`config.mk`:
```
export PLATFORM = sky130hd
export DESIGN_NAME = mem_port_arbiter
export DESIGN_NICKNAME = d
export VERILOG_FILES = /design/src/rtl/mem_port_arbiter_pkg.sv /design/src/rtl/mem_watchdog.sv /design/src/rtl/mem_port_arbiter.sv
export SDC_FILE = /design/constraint.sdc
export NUM_CORES = 1
export LEC_CHECK = 0
export ABC_AREA = 1
export CAP_MARGIN = 10
export CORE_MARGIN = 3
export CORE_UTILIZATION = 34
export DETAILED_ROUTE_END_ITERATION = 7
export PLACE_DENSITY = 0.69
export SYNTH_ARGS = -nofsm -noshare
export SYNTH_HDL_FRONTEND = slang
export SYNTH_SLANG_ARGS = --single-unit
```
`constraint.sdc`:
```
create_clock -name clk -period 2.8 [get_ports clk]
set_input_delay 0.42 -clock clk [delete_from_list [all_inputs] [get_ports clk]]
set_output_delay 0.42 -clock clk [all_outputs]
set_load 0.03 [all_outputs]
```
`src/rtl/mem_port_arbiter_pkg.sv`:
```
// rtl/mem_port_arbiter_pkg.sv - shared state encodings and arbitration helper for mem_port_arbiter
package mem_port_arbiter_pkg;

    typedef enum logic [1:0] {
        ARB_IDLE  = 2'd0,
        ARB_IWAIT = 2'd1,
        ARB_DWAIT = 2'd2
    } arb_state_e;

    typedef enum logic {
        REQ_IF = 1'b0,
        REQ_D  = 1'b1
    } req_id_e;

    // Data belongs to the older instruction, so it wins ties unless fetch has been starved.
    function automatic req_id_e pick_winner(input logic if_req, input logic d_req,
                                            input logic starved);
        return (d_req && !(if_req && starved)) ? REQ_D : REQ_IF;
    endfunction

endpackage

```
`src/rtl/mem_watchdog.sv`:
```
// rtl/mem_watchdog.sv - wait-cycle counter that flags an access stuck past TIMEOUT edges
module mem_watchdog #(
    parameter int TIMEOUT = 16
) (
    input  logic clk,
    input  logic rst,
    input  logic clr,
    input  logic en,
    output logic expired
);

    localparam int CW = $clog2(TIMEOUT) + 1;
    localparam logic [CW-1:0] LAST = CW'(TIMEOUT - 1);

    logic [CW-1:0] cnt_q, cnt_d;
    logic          at_last;

    assign at_last = (cnt_q == LAST);
    assign expired = (TIMEOUT != 0) && en && at_last;

    always_comb begin
        cnt_d = cnt_q;
        if (clr) begin
            cnt_d = '0;
        end else if (en && !at_last) begin
            cnt_d = cnt_q + CW'(1);
        end
    end

    always_ff @(posedge clk) begin
        if (!rst) begin
            cnt_q <= '0;
        end else begin
            cnt_q <= cnt_d;
        end
    end

endmodule

```
`src/rtl/mem_port_arbiter.sv`:
```
// rtl/mem_port_arbiter.sv - shares one single-ported memory between fetch and load/store
module mem_port_arbiter
    import mem_port_arbiter_pkg::*;
#(
    parameter int ADDR_W     = 32,
    parameter int DATA_W     = 32,
    parameter int TIMEOUT    = 16,
    parameter int MAX_DGRANT = 4
) (
    input  logic              clk,
    input  logic              rst,
    input  logic              if_req,
    input  logic [ADDR_W-1:0] if_addr,
    output logic              if_gnt,
    output logic              if_valid,
    output logic [DATA_W-1:0] if_rdata,
    output logic              if_err,
    input  logic              d_req,
    input  logic              d_we,
    input  logic [ADDR_W-1:0] d_addr,
    input  logic [DATA_W-1:0] d_wdata,
    input  logic [3:0]        d_be,
    output logic              d_gnt,
    output logic              d_valid,
    output logic [DATA_W-1:0] d_rdata,
    output logic              d_err,
    output logic              mem_req,
    output logic              mem_we,
    output logic [ADDR_W-1:0] mem_addr,
    output logic [DATA_W-1:0] mem_wdata,
    output logic [3:0]        mem_be,
    input  logic              mem_ready,
    input  logic [DATA_W-1:0] mem_rdata,
    output logic              busy
);

    localparam int SW = $clog2(MAX_DGRANT) + 1;
    localparam logic [SW-1:0] STARVE_MAX = SW'(MAX_DGRANT);

    arb_state_e        state_q, state_d;
    logic [SW-1:0]     starve_q, starve_d;
    logic              if_gnt_q, if_gnt_d, if_valid_q, if_valid_d, if_err_q, if_err_d;
    logic              d_gnt_q, d_gnt_d, d_valid_q, d_valid_d, d_err_q, d_err_d;
    logic [DATA_W-1:0] if_rdata_q, if_rdata_d, d_rdata_q, d_rdata_d;
    logic              mem_req_q, mem_req_d, mem_we_q, mem_we_d;
    logic [ADDR_W-1:0] mem_addr_q, mem_addr_d;
    logic [DATA_W-1:0] mem_wdata_q, mem_wdata_d;
    logic [3:0]        mem_be_q, mem_be_d;
    logic              waiting, wd_expired;
    req_id_e           winner;

    assign waiting = (state_q != ARB_IDLE);

    mem_watchdog #(
        .TIMEOUT (TIMEOUT)
    ) u_watchdog (
        .clk     (clk),
        .rst     (rst),
        .clr     (!waiting),
        .en      (waiting && !mem_ready),
        .expired (wd_expired)
    );

    always_comb begin
        state_d     = state_q;
        starve_d    = starve_q;
        if_gnt_d    = 1'b0;
        if_valid_d  = 1'b0;
        if_err_d    = 1'b0;
        d_gnt_d     = 1'b0;
        d_valid_d   = 1'b0;
        d_err_d     = 1'b0;
        if_rdata_d  = if_rdata_q;
        d_rdata_d   = d_rdata_q;
        mem_req_d   = mem_req_q;
        mem_we_d    = mem_we_q;
        mem_addr_d  = mem_addr_q;
        mem_wdata_d = mem_wdata_q;
        mem_be_d    = mem_be_q;
        winner      = pick_winner(if_req, d_req, starve_q == STARVE_MAX);

        unique case (state_q)
            ARB_IDLE: begin
                if (if_req || d_req) begin
                    mem_req_d = 1'b1;
                    if (winner == REQ_D) begin
                        d_gnt_d     = 1'b1;
                        mem_we_d    = d_we;
                        mem_addr_d  = d_addr;
                        mem_wdata_d = d_wdata;
                        mem_be_d    = d_be;
                        state_d     = ARB_DWAIT;
                        if (if_req && starve_q != STARVE_MAX) begin
                            starve_d = starve_q + SW'(1);
                        end
                    end else begin
                        if_gnt_d   = 1'b1;
                        mem_we_d   = 1'b0;
                        mem_addr_d = if_addr;
                        mem_be_d   = 4'hF;
                        state_d    = ARB_IWAIT;
                        starve_d   = '0;
                    end
                end
            end
            ARB_IWAIT, ARB_DWAIT: begin
                // wd_expired already implies mem_ready is low, so ready always wins the race.
                if (mem_ready || wd_expired) begin
                    mem_req_d = 1'b0;
                    state_d   = ARB_IDLE;
                    if (state_q == ARB_IWAIT) begin
                        if_valid_d = 1'b1;
                        if_err_d   = !mem_ready;
                        if (mem_ready) begin
                            if_rdata_d = mem_rdata;
                        end
                    end else begin
                        d_valid_d = 1'b1;
                        d_err_d   = !mem_ready;
                        if (mem_ready && !mem_we_q) begin
                            d_rdata_d = mem_rdata;
                        end
                    end
                end
            end
            default: state_d = ARB_IDLE;
        endcase
    end

    always_ff @(posedge clk) begin
        if (!rst) begin
            state_q     <= ARB_IDLE;
            starve_q    <= '0;
            if_gnt_q    <= 1'b0;
            if_valid_q  <= 1'b0;
            if_err_q    <= 1'b0;
            if_rdata_q  <= '0;
            d_gnt_q     <= 1'b0;
            d_valid_q   <= 1'b0;
            d_err_q     <= 1'b0;
            d_rdata_q   <= '0;
            mem_req_q   <= 1'b0;
            mem_we_q    <= 1'b0;
            mem_addr_q  <= '0;
            mem_wdata_q <= '0;
            mem_be_q    <= '0;
        end else begin
            state_q     <= state_d;
            starve_q    <= starve_d;
            if_gnt_q    <= if_gnt_d;
            if_valid_q  <= if_valid_d;
            if_err_q    <= if_err_d;
            if_rdata_q  <= if_rdata_d;
            d_gnt_q     <= d_gnt_d;
            d_valid_q   <= d_valid_d;
            d_err_q     <= d_err_d;
            d_rdata_q   <= d_rdata_d;
            mem_req_q   <= mem_req_d;
            mem_we_q    <= mem_we_d;
            mem_addr_q  <= mem_addr_d;
            mem_wdata_q <= mem_wdata_d;
            mem_be_q    <= mem_be_d;
        end
    end

    assign if_gnt    = if_gnt_q;
    assign if_valid  = if_valid_q;
    assign if_err    = if_err_q;
    assign if_rdata  = if_rdata_q;
    assign d_gnt     = d_gnt_q;
    assign d_valid   = d_valid_q;
    assign d_err     = d_err_q;
    assign d_rdata   = d_rdata_q;
    assign mem_req   = mem_req_q;
    assign mem_we    = mem_we_q;
    assign mem_addr  = mem_addr_q;
    assign mem_wdata = mem_wdata_q;
    assign mem_be    = mem_be_q;
    assign busy      = waiting;

endmodule

```
==> flow_summary_export.csv <==
group,metric,value,unit
cts,post-cts-setup-buffer-count,0,
synth,netlist.top_cell.by_area,"sky130_fd_sc_hd__dfxtp_1",
cts,cts_tree,"yes",
routing,drt-vias-per-instance,4.74,
power_and_ir_drop,totalPowerFinal,6.71,mW
cts,h-tree-depth,4,
sta,finalHoldWorstSlack,462,ps
layout,layout-drive-gt1-share,0.0498,
layout,final_core_util,0.561,
power_and_ir_drop,power_density,714,nW/um^2
floorplan,ioPinCount,279,
placed_design,numPlacedInstances,1252,
cts,clockBufferDepth,2,
synth,ys_warn_count,0,
routing,wirelength,19000,um
placed_design,place_ws,678,ps
setup_path,worstPathRequired,2380,ps
sta,setup_ws,396,ps
synth,instance_count_of_the_mapped_netlist,790,
layout,finish.net_count,1197,
synth,synthesis.area,5870,um^2
floorplan,die_height,137,um
power_and_ir_drop,irDropWorstVdd,0.405,mV
setup_path,most_used_cell_cp,"sky130_fd_sc_hd__inv_1",
sta,tightest_slew,592,ps
routing,vias,6087,
synth,synth_largest_type_area_fraction,0.512,
sta,final-setup-viol-count,0,
flow_run,max-cap-violations,0,
cts,cts_hold_buf,0,
routing,drtAntennaViolNets,0,
layout,area_growth_syn_to_layout,60.1,%
layout,antenna-diode-count,0,
layout,post-route-cell-area,9390,um^2
grt,first_global_vias,5857,
grt,grt_overflow,0,
sta,worst_clock_skew,8.68,ps
cts,clk_latency,410,ps
cts,cts.sink_count,150,
sta,maxClockFrequency,416,MHz
sta,max-slew-margin-rel,0.605,
placed_design,gp_congestion,0.780,
sta,grt_setup_unrepaired,"false",
sta,timing.setup.tns,0,ps
floorplan,die_width,137,um
sta,hold_viol,0,
setup_path,worst_ep_arrival_time,1980,ps
routing,final_routed_drc_violation_total,0,
synth,avgSynthCellArea,7.43,um^2
placed_design,postPlaceCellArea,8810,um^2
sta,finalWorstPathRequiredPeriod,2400,ps
status,run_status,"finished, final reports clean",
grt,grt_antenna_before_repair,0,
setup_path,type_of_element_launching_the_critical_path,"flop",
placed_design,port_buffers,278,
sta,maxSlewViolCount,0,
setup_path,max_stage_delay,740,ps
floorplan,initial_utilization,0.350,
placed_design,dp_hpwl,13500,um
cts,clk_root_buffer_cell,"sky130_fd_sc_hd__clkbuf_16",
layout,layout.cells.non_filler,1284,
cts,cts-buffers-inserted,17,
cts,cts_repair_resize_count,0,
grt,grt_first_pass_wirelength,29600,um
synth,syn-num-nets,936,
setup_path,worst_path_cell_chain,"inv_1 > ha_1 > inv_1 > clkdlybuf4s50_1",
cts,cts.reportedPaths.clkPinSlew,60,ps
grt,global_route_usage_over_all_layers,0.197,
power_and_ir_drop,leakagePower,3.76,nW
sta,period_share,0.859,
grt,grt_max_degree,53,
synth,synth_top_cells_by_area,"sky130_fd_sc_hd__dfxtp_1 51%, sky130_fd_sc_hd__nor2_1 9.5%, sky130_fd_sc_hd__o21ai_0 9.0%, sky130_fd_sc_hd__nand2_1 7.3%, sky130_fd_sc_hd__nand3_1 6.2%",
hold_path,hold_path.class,"flop to flop",
routing,router_iterations_before_antenna_repair,4,
floorplan,core_region_area,16800,um^2
setup_path,timing.setup.critical_path_class,"flop to primary output",
synth,register_area_share_after_synthesis,0.512,
floorplan,placement_rows,47,
setup_path,slowest_stage,"sky130_fd_sc_hd__clkdlybuf4s50_1",
setup_path,setup.worst_path.end_class,"primary output",
routing,drt-wirelength-per-cell,14.8,um
setup_path,critical_path.max_fanout,4,
routing,first_iter_violations,318,
synth,yosys_register_bits,150,
synth,synthDistinctLibCells,20,
floorplan,fp.dieArea,18900,um^2
[flip-flops by register name (all words and copies together) (netlist names), 2 cells and up]
register	flops
d_rdata	32
if_rdata	32
mem_addr	32
mem_be	4
mem_wdata	32
starve_q	3
state_q	2
u_watchdog.cnt_q	5
[Yosys cell counts]
cell and n:
sky130_fd_sc_hd__nor2_1 149, sky130_fd_sc_hd__clkbuf_1 30, sky130_fd_sc_hd__nor2_4 1, sky130_fd_sc_hd__a21oi_1 72, sky130_fd_sc_hd__inv_2 1, sky130_fd_sc_hd__nand3_2 1
sky130_fd_sc_hd__ha_1 8, sky130_fd_sc_hd__clkbuf_2 2, sky130_fd_sc_hd__buf_4 2, sky130_fd_sc_hd__xor2_1 2, sky130_fd_sc_hd__buf_2 16, sky130_fd_sc_hd__o31ai_1 1
sky130_fd_sc_hd__nor3_1 6, sky130_fd_sc_hd__buf_1 3, sky130_fd_sc_hd__dfxtp_1 150, sky130_fd_sc_hd__buf_6 2, sky130_fd_sc_hd__nand3_1 73, sky130_fd_sc_hd__nand2_1 114
sky130_fd_sc_hd__o21ai_0 106, sky130_fd_sc_hd__inv_1 51
[power by group]
group,internal [mW],switching [mW]
clock,1.33,0.940
sequential,2.38,0.126
combinational,0.803,1.13
[per-layer routing]
metal / part of all wire / global-route usage
met5: 0 / 0
met1: 0.43 / 0.242
met4: 0.016 / 0.0621
met2: 0.47 / 0.326
met3: 0.078 / 0.0668
[cell usage in the layout, fill, tap and decap left out, types with 8 or more instances in the layout]
master / count
sky130_fd_sc_hd__ha_1: 8
sky130_fd_sc_hd__clkdlybuf4s50_1: 277
sky130_fd_sc_hd__nor2_1: 149
sky130_fd_sc_hd__clkbuf_16: 17
sky130_fd_sc_hd__nand2_1: 114
sky130_fd_sc_hd__o21ai_0: 106
sky130_fd_sc_hd__buf_4: 19
sky130_fd_sc_hd__dfxtp_1: 150
sky130_fd_sc_hd__nand3_1: 73
sky130_fd_sc_hd__a21oi_1: 72
sky130_fd_sc_hd__inv_1: 51
[path summary, 6_finish.rpt]
path | start | end | slack [ps] | depth (start not counted)
worst min register to register | mem_wdata[11] | mem_wdata[11] | 460 | 2
worst max-delay path | state_q[0] | busy | 400 | 4
worst min-delay path | mem_wdata[11] | mem_wdata[11] | 460 | 2
worst max register to register | state_q[0] | d_rdata[6] | 910 | 7
[critical path, delay by kind of cell (launching register included)]
kind	cells	cell delay (ps)
buf+inv	3	970
flops	1	380
fa+ha+maj	1	220
[final cells by class]
type                       instances  area, um^2
fill                            1635        7370
sequential                       150        3000
timing repair buffer             297        2920
multi-input combinational        533        2420
clock buffer                      19         433
tap                              220         275
inverter                          52         195
clock inverter                    13         148
[kinds of logic (layout without fill, tap and decap cells)]
family | count (synthesis) | after routing | share of synthesized area
simple gates | 344 | 344 | 0.239
compound gates | 179 | 179 | 0.153
flops | 150 | 150 | 0.512
buf+inv | 107 | 381 | 0.0761
fa+ha+maj | 8 | 8 | 0.0171
xor+xnor | 2 | 2 | 0.00298
No activity file was read; power rests on OpenSTA's default activity.
